<file path="src/rtl/instruction_fetch_queue_if.sv">
// rtl/instruction_fetch_queue_if.sv - fetch queue bus bundle (redirect, I-cache port, decode stream)
// Ports (signals):
//   redirect, redirect_pc, redirect_taken : branch redirect request
//   I_addr, I_ren, I_rdata, I_stall       : I-cache word port
//   out_valid, out_ready, out_inst,
//   out_pc, out_taken                     : decode stream (valid/ready)
//   q_count                               : queue occupancy
// Modports: master = fetch queue side, slave = environment (core / cache) side.
interface instruction_fetch_queue_if #(
  parameter int XLEN   = 32,
  parameter int QDEPTH = 4
);
  localparam int CW = $clog2(QDEPTH + 1);

  logic            redirect;
  logic [XLEN-1:0] redirect_pc;
  logic            redirect_taken;
  logic [XLEN-3:0] I_addr;
  logic            I_ren;
  logic [31:0]     I_rdata;
  logic            I_stall;
  logic            out_valid;
  logic            out_ready;
  logic [31:0]     out_inst;
  logic [XLEN-1:0] out_pc;
  logic            out_taken;
  logic [CW-1:0]   q_count;

  modport master (
    input  redirect, redirect_pc, redirect_taken, I_rdata, I_stall, out_ready,
    output I_addr, I_ren, out_valid, out_inst, out_pc, out_taken, q_count
  );

  modport slave (
    output redirect, redirect_pc, redirect_taken, I_rdata, I_stall, out_ready,
    input  I_addr, I_ren, out_valid, out_inst, out_pc, out_taken, q_count
  );
endinterface

</file>
<file path="src/rtl/instruction_fetch_queue.sv">
// rtl/instruction_fetch_queue.sv - PC generator plus QDEPTH-entry instruction FIFO toward decode
// Ports:
//   clk   : clock
//   rst_n : synchronous active-low reset
//   bus   : instruction_fetch_queue_if.master (redirect, I-cache port, decode stream, q_count)
module instruction_fetch_queue #(
  parameter int              XLEN       = 32,
  parameter int              QDEPTH     = 4,
  parameter logic [XLEN-1:0] RESET_PC   = '0,
  parameter bit              SWAP_BYTES = 1'b1,
  parameter logic [31:0]     NOP_INST   = 32'h0000_0013
) (
  input  logic                              clk,
  input  logic                              rst_n,
  instruction_fetch_queue_if.master         bus
);
  localparam int PW = $clog2(QDEPTH);
  localparam int CW = $clog2(QDEPTH + 1);
  localparam logic [CW-1:0] DEPTH_C = CW'(QDEPTH);

  logic [XLEN-1:0] fetch_pc_q, fetch_pc_d;
  logic            tag_pend_q, tag_pend_d;
  logic [CW-1:0]   count_q, count_d;
  logic [PW-1:0]   rd_ptr_q, rd_ptr_d;
  logic [PW-1:0]   wr_ptr_q, wr_ptr_d;

  logic [31:0]     inst_mem_q  [QDEPTH];
  logic [31:0]     inst_mem_d  [QDEPTH];
  logic [XLEN-1:0] pc_mem_q    [QDEPTH];
  logic [XLEN-1:0] pc_mem_d    [QDEPTH];
  logic            taken_mem_q [QDEPTH];
  logic            taken_mem_d [QDEPTH];

  logic            not_full;
  logic            not_empty;
  logic            push;
  logic            pop;
  logic [31:0]     rdata_sw;

  assign not_full  = (count_q < DEPTH_C);
  assign not_empty = (count_q != '0);

  // Memory returns the big-endian word; flip byte order into instruction order.
  assign rdata_sw = SWAP_BYTES ? {bus.I_rdata[7:0], bus.I_rdata[15:8],
                                  bus.I_rdata[23:16], bus.I_rdata[31:24]}
                               : bus.I_rdata;

  // Redirect squashes both the incoming fetch and any head handshake.
  assign push = not_full & ~bus.I_stall & ~bus.redirect;
  assign pop  = not_empty & bus.out_ready & ~bus.redirect;

  // Outputs depend only on registered state.
  assign bus.I_ren     = not_full;
  assign bus.I_addr    = fetch_pc_q[XLEN-1:2];
  assign bus.out_valid = not_empty;
  assign bus.out_inst  = not_empty ? inst_mem_q[rd_ptr_q]  : NOP_INST;
  assign bus.out_pc    = not_empty ? pc_mem_q[rd_ptr_q]    : '0;
  assign bus.out_taken = not_empty ? taken_mem_q[rd_ptr_q] : 1'b0;
  assign bus.q_count   = count_q;

  always_comb begin
    fetch_pc_d  = fetch_pc_q;
    tag_pend_d  = tag_pend_q;
    count_d     = count_q;
    rd_ptr_d    = rd_ptr_q;
    wr_ptr_d    = wr_ptr_q;
    inst_mem_d  = inst_mem_q;
    pc_mem_d    = pc_mem_q;
    taken_mem_d = taken_mem_q;

    if (bus.redirect) begin
      fetch_pc_d = bus.redirect_pc;
      tag_pend_d = bus.redirect_taken;
      count_d    = '0;
      rd_ptr_d   = '0;
      wr_ptr_d   = '0;
    end else begin
      if (push) begin
        inst_mem_d[wr_ptr_q]  = rdata_sw;
        pc_mem_d[wr_ptr_q]    = fetch_pc_q;
        taken_mem_d[wr_ptr_q] = tag_pend_q;
        wr_ptr_d              = wr_ptr_q + PW'(1);
        fetch_pc_d            = fetch_pc_q + XLEN'(4);
        tag_pend_d            = 1'b0;
      end
      if (pop) begin
        rd_ptr_d = rd_ptr_q + PW'(1);
      end
      count_d = count_q + CW'(push) - CW'(pop);
    end
  end

  always_ff @(posedge clk) begin
    if (!rst_n) begin
      fetch_pc_q <= RESET_PC;
      tag_pend_q <= 1'b0;
      count_q    <= '0;
      rd_ptr_q   <= '0;
      wr_ptr_q   <= '0;
    end else begin
      fetch_pc_q <= fetch_pc_d;
      tag_pend_q <= tag_pend_d;
      count_q    <= count_d;
      rd_ptr_q   <= rd_ptr_d;
      wr_ptr_q   <= wr_ptr_d;
    end
  end

  // Entry storage needs no reset: count gates every read.
  always_ff @(posedge clk) begin
    inst_mem_q  <= inst_mem_d;
    pc_mem_q    <= pc_mem_d;
    taken_mem_q <= taken_mem_d;
  end
endmodule

</file>
<file path="src/flat_wrapper.sv">
// flat-port wrapper written by rule: the top's interface ports become plain ports
module instruction_fetch_queue_flat 
#(
  parameter int              XLEN       = 32,
  parameter int              QDEPTH     = 4,
  parameter logic [XLEN-1:0] RESET_PC   = '0,
  parameter bit              SWAP_BYTES = 1'b1,
  parameter logic [31:0]     NOP_INST   = 32'h0000_0013
)
  (clk, rst_n, bus_redirect, bus_redirect_pc, bus_redirect_taken, bus_I_rdata, bus_I_stall, bus_out_ready, bus_I_addr, bus_I_ren, bus_out_valid, bus_out_inst, bus_out_pc, bus_out_taken, bus_q_count);
  instruction_fetch_queue_if #(.XLEN(XLEN), .QDEPTH(QDEPTH)) bus_i ();
  input  logic clk;
  input  logic rst_n;
  input wire logic [$bits(bus_i.redirect)-1:0] bus_redirect;
  input wire logic [$bits(bus_i.redirect_pc)-1:0] bus_redirect_pc;
  input wire logic [$bits(bus_i.redirect_taken)-1:0] bus_redirect_taken;
  input wire logic [$bits(bus_i.I_rdata)-1:0] bus_I_rdata;
  input wire logic [$bits(bus_i.I_stall)-1:0] bus_I_stall;
  input wire logic [$bits(bus_i.out_ready)-1:0] bus_out_ready;
  output wire logic [$bits(bus_i.I_addr)-1:0] bus_I_addr;
  output wire logic [$bits(bus_i.I_ren)-1:0] bus_I_ren;
  output wire logic [$bits(bus_i.out_valid)-1:0] bus_out_valid;
  output wire logic [$bits(bus_i.out_inst)-1:0] bus_out_inst;
  output wire logic [$bits(bus_i.out_pc)-1:0] bus_out_pc;
  output wire logic [$bits(bus_i.out_taken)-1:0] bus_out_taken;
  output wire logic [$bits(bus_i.q_count)-1:0] bus_q_count;
  assign bus_i.redirect = bus_redirect;
  assign bus_i.redirect_pc = bus_redirect_pc;
  assign bus_i.redirect_taken = bus_redirect_taken;
  assign bus_i.I_rdata = bus_I_rdata;
  assign bus_i.I_stall = bus_I_stall;
  assign bus_i.out_ready = bus_out_ready;
  assign bus_I_addr = bus_i.I_addr;
  assign bus_I_ren = bus_i.I_ren;
  assign bus_out_valid = bus_i.out_valid;
  assign bus_out_inst = bus_i.out_inst;
  assign bus_out_pc = bus_i.out_pc;
  assign bus_out_taken = bus_i.out_taken;
  assign bus_q_count = bus_i.q_count;
  instruction_fetch_queue #(.XLEN(XLEN), .QDEPTH(QDEPTH), .RESET_PC(RESET_PC), .SWAP_BYTES(SWAP_BYTES), .NOP_INST(NOP_INST)) u_core (.clk(clk), .rst_n(rst_n), .bus(bus_i));
endmodule
</file>
<file path="config.mk">
export PLATFORM = sky130hd
export DESIGN_NAME = instruction_fetch_queue_flat
export DESIGN_NICKNAME = d
export VERILOG_FILES = /design/src/rtl/instruction_fetch_queue_if.sv /design/src/rtl/instruction_fetch_queue.sv /design/src/flat_wrapper.sv
export SDC_FILE = /design/constraint.sdc
export NUM_CORES = 1
export LEC_CHECK = 0
export CAP_MARGIN = 20
export CORE_MARGIN = 2
export CORE_UTILIZATION = 33
export CTS_CLUSTER_SIZE = 30
export DETAILED_ROUTE_END_ITERATION = 6
export DONT_BUFFER_PORTS = 1
export MAX_ROUTING_LAYER = met4
export SETUP_SLACK_MARGIN = 0.5
export SLEW_MARGIN = 20
export SYNTH_ARGS = -nofsm -noshare
export SYNTH_HDL_FRONTEND = slang
export SYNTH_SLANG_ARGS = --single-unit
</file>
<file path="constraint.sdc">
create_clock -name clk -period 7 [get_ports clk]
set_input_delay 0.7 -clock clk [delete_from_list [all_inputs] [get_ports clk]]
set_output_delay 0.7 -clock clk [all_outputs]
set_load 0.05 [all_outputs]
</file>
==> run_results.csv <==
group,metric,value,unit
grt,grt_pass1_vias,6203,
floorplan,fp.dieW,197,um
cts,cts_hold_buf,0,
grt,grt_first_pass_wirelength,40800,um
power_and_ir_drop,p_leak,0.00428,uW
placed_design,place_area,12500,sq um
synthesis,synth_flop_cell,"edfxtp_1",
grt,antenna_found_initial,2,
sta,period_minus_slack,3840,ps
cts,root_buffer,"clkbuf_16",
synthesis,synth_cell_type_count,44,
route,via_per_inst,5.16,
cts,ctsLongestPathBuffers,3,
sta,whs,268,ps
floorplan,design.core.area,36500,sq um
setup_path,arrival,3140,ps
route,routed_wirelength,27300,um
synthesis,synthArstFlopShare,0,%
setup_path,cp.required,6300,ps
sta,worst_slack,3160,ps
power_and_ir_drop,power_density,302,nW/um^2
synthesis,avgSynthCellArea,17.3,sq um
job,drv_cap,0,
sta,fmaxAchievable,261,MHz
floorplan,ios,170,
finish,final_layout_size_suffix_gt1_share,20.0,%
cts,clk_pin_slew,60,ps
sta,hold_viol,0,
power_and_ir_drop,ir_drop,0.182,mV
route,vias,6096,
cts,cts.sinks,300,
finish,fin_nets,763,
grt,gr-total-overflow,0,
cts,cts_tree,"done",
route,firstDrtPassIters,6,
setup_path,endpoint_kind,"output port",
sta,fin_setup_tns,0,ps
cts,cts_setup_buffers,0,
finish,mostFrequentLayoutCells,"260 x edfxtp_1, 65 x mux4_2, 65 x and2_1",
placed_design,dp_hpwl,16400,um
sta,rsz0062_at_grt,"false",
placed_design,place_ws,3570,ps
cts,cts_made_buffers,35,
sta,drv_slew,0,
sta,slew_headroom,42.0,%
floorplan,rows,70,
setup_path,cp-start-kind,"register",
finish,final_area,13700,sq um
floorplan,die_y,197,um
sta,clock_skew,11.6,ps
finish,areaGrowthSynthToFinish,12.3,%
synthesis,synth_edf_count,260,
route,first_iter_violations,272,
synthesis,synthCells,706,
synthesis,ys_warn_count,0,
synthesis,ys_ff_latch,300,
setup_path,cp_max_fo,37,
route,postRouteAntennaNets,0,
floorplan,start_util,33.5,%
sta,fin_crit_sh,54.8,%
grt,grt_usage,14.8,%
sta,finalSetupViolCount,0,
floorplan,die-area,38600,sq um
route,drc_errors,0,
placed_design,routabilityCongestion,0.690,
worst_hold_path,hold_path_class,"input port to register",
route,avgRoutedWirePerCell,23.1,um
placed_design,portBuffers,0,
synthesis,syn_nets,784,
cts,cts_resized,0,
status,status,"finished, final reports clean",
synthesis,synth.yosys.seq_area_share,70.4,%
cts,insertion_delay,520,ps
synthesis,netlist_area,12200,sq um
grt,grt_max_degree,66,
sta,tightestPinTransition,869,ps
cts,cts_max_level,2,
setup_path,crit_type,"register to output port",
finish,final_common_cell,"edfxtp_1",
-- per-stage QoR --
step           util, %  total power, uW  instances
2_1_floorplan        -             2290        706
3_3_place_gp      34.2             2310       1114
3_5_place_dp      34.2             2320       1114
4_1_cts           37.5             4210       1177
5_1_grt           37.6             4300       1181
6_report          37.6             4160       1181
-- final cells by class --
cell class,count,area [sq um]
clock inverters,11,180
diodes,2,5.00
multi-input cells,325,3190
inverters,11,41.3
clock buffers,52,1000
well taps,468,586
flip-flops and latches,300,8620
repair buffers,12,123
fillers,3360,22800
-- power breakdown --
part	switching [uW]	total, uW	leakage, uW	internal (uW)
sequential	86.5	2080	0.00270	1990
clock	701	1880	0.000573	1170
combinational	143	201	0.00101	58.0
total	931	4160	0.00428	3230
-- critical path, stage by stage, from the launching register on --
cell,delay (ps)
dfxtp_1,630
buf_4,300
nor3_1,110
inv_2,530
buf_4,460
and2_1,520
-- metal layers --
metal	part of all wire (%)	up-vias	GRT usage, %	wire (um)
li1	-	2712	-	-
met1	44	3157	19.1	12100
met2	46	182	22.1	12700
met3	7.2	45	4.64	1950
met4	2.2	0	5.11	605
met5	0	-	-	0
-- logic make-up after synthesis --
kind of cell             Yosys count  synth area share [%]
adder cells (fa/ha/maj)            8                 0.880
AND/OR/NAND/NOR                  161                  8.01
flip-flops                       300                  70.4
XOR/XNOR                          16                  1.15
multiplexers                      68                  12.2
AO/OA/AOI/OAI                     72                  3.74
buffers and inverters             81                  3.64
-- path summary, 6_finish.rpt --
| kind | from | endpoint | slack, ps | cells after the start |
|---|---|---|---|---|
| worst max-delay path | u_core.bus.q_count[2] | bus_out_pc[12] | 3160 | 5 |
| worst min-delay path | bus_I_rdata[1] | u_core.inst_mem_q[25] | 270 | 0 |
| worst max register to register | u_core.bus.q_count[2] | u_core.bus.q_count[2] | 3760 | 12 |
| worst min register to register | u_core.fetch_pc_q[0] | u_core.pc_mem_q[32] | 520 | 0 |
-- cell usage after synthesis (2+ instances only) --
cell type | instances | area, sq um
xor2_1 | 5 | 43.8
nand3_1 | 12 | 60.1
dfxtp_1 | 40 | 801
mux2i_1 | 3 | 30.0
o31ai_1 | 9 | 67.6
buf_6 | 2 | 22.5
ha_1 | 7 | 87.6
a21oi_1 | 8 | 40.0
nor3_1 | 4 | 20.0
or3_1 | 5 | 31.3
o21ai_0 | 30 | 150
and2_1 | 69 | 432
inv_1 | 11 | 41.3
buf_2 | 11 | 55.1
nand2_1 | 14 | 52.6
buf_1 | 2 | 7.51
clkbuf_1 | 25 | 93.8
and4_1 | 6 | 52.6
nand2b_1 | 4 | 25.0
edfxtp_1 | 260 | 7810
nand4_1 | 5 | 31.3
buf_4 | 30 | 225
and3_1 | 2 | 12.5
nor2_1 | 10 | 37.5
xnor2_1 | 11 | 96.3
o41a_2 | 2 | 25.0
a31oi_1 | 13 | 81.3
mux4_2 | 65 | 1460
or3b_2 | 2 | 17.5
or4_1 | 9 | 67.6
or2_2 | 3 | 18.8
o211a_1 | 5 | 50.1
a211oi_1 | 3 | 22.5
nor2b_1 | 5 | 31.3
nor4_1 | 4 | 25.0
nor3b_1 | 2 | 15.0
-- flip-flops by register name, summed over array words and instances, names as in the netlist --
| signal | count |
|---|---|
| u_core.inst_mem_q | 128 |
| u_core.rd_ptr_q | 2 |
| u_core.wr_ptr_q | 2 |
| u_core.bus.q_count | 3 |
| u_core.pc_mem_q | 128 |
| u_core.fetch_pc_q | 32 |
| u_core.taken_mem_q | 4 |
| u_core.tag_pend_q | 1 |
Power figures use the tool's default switching activity.
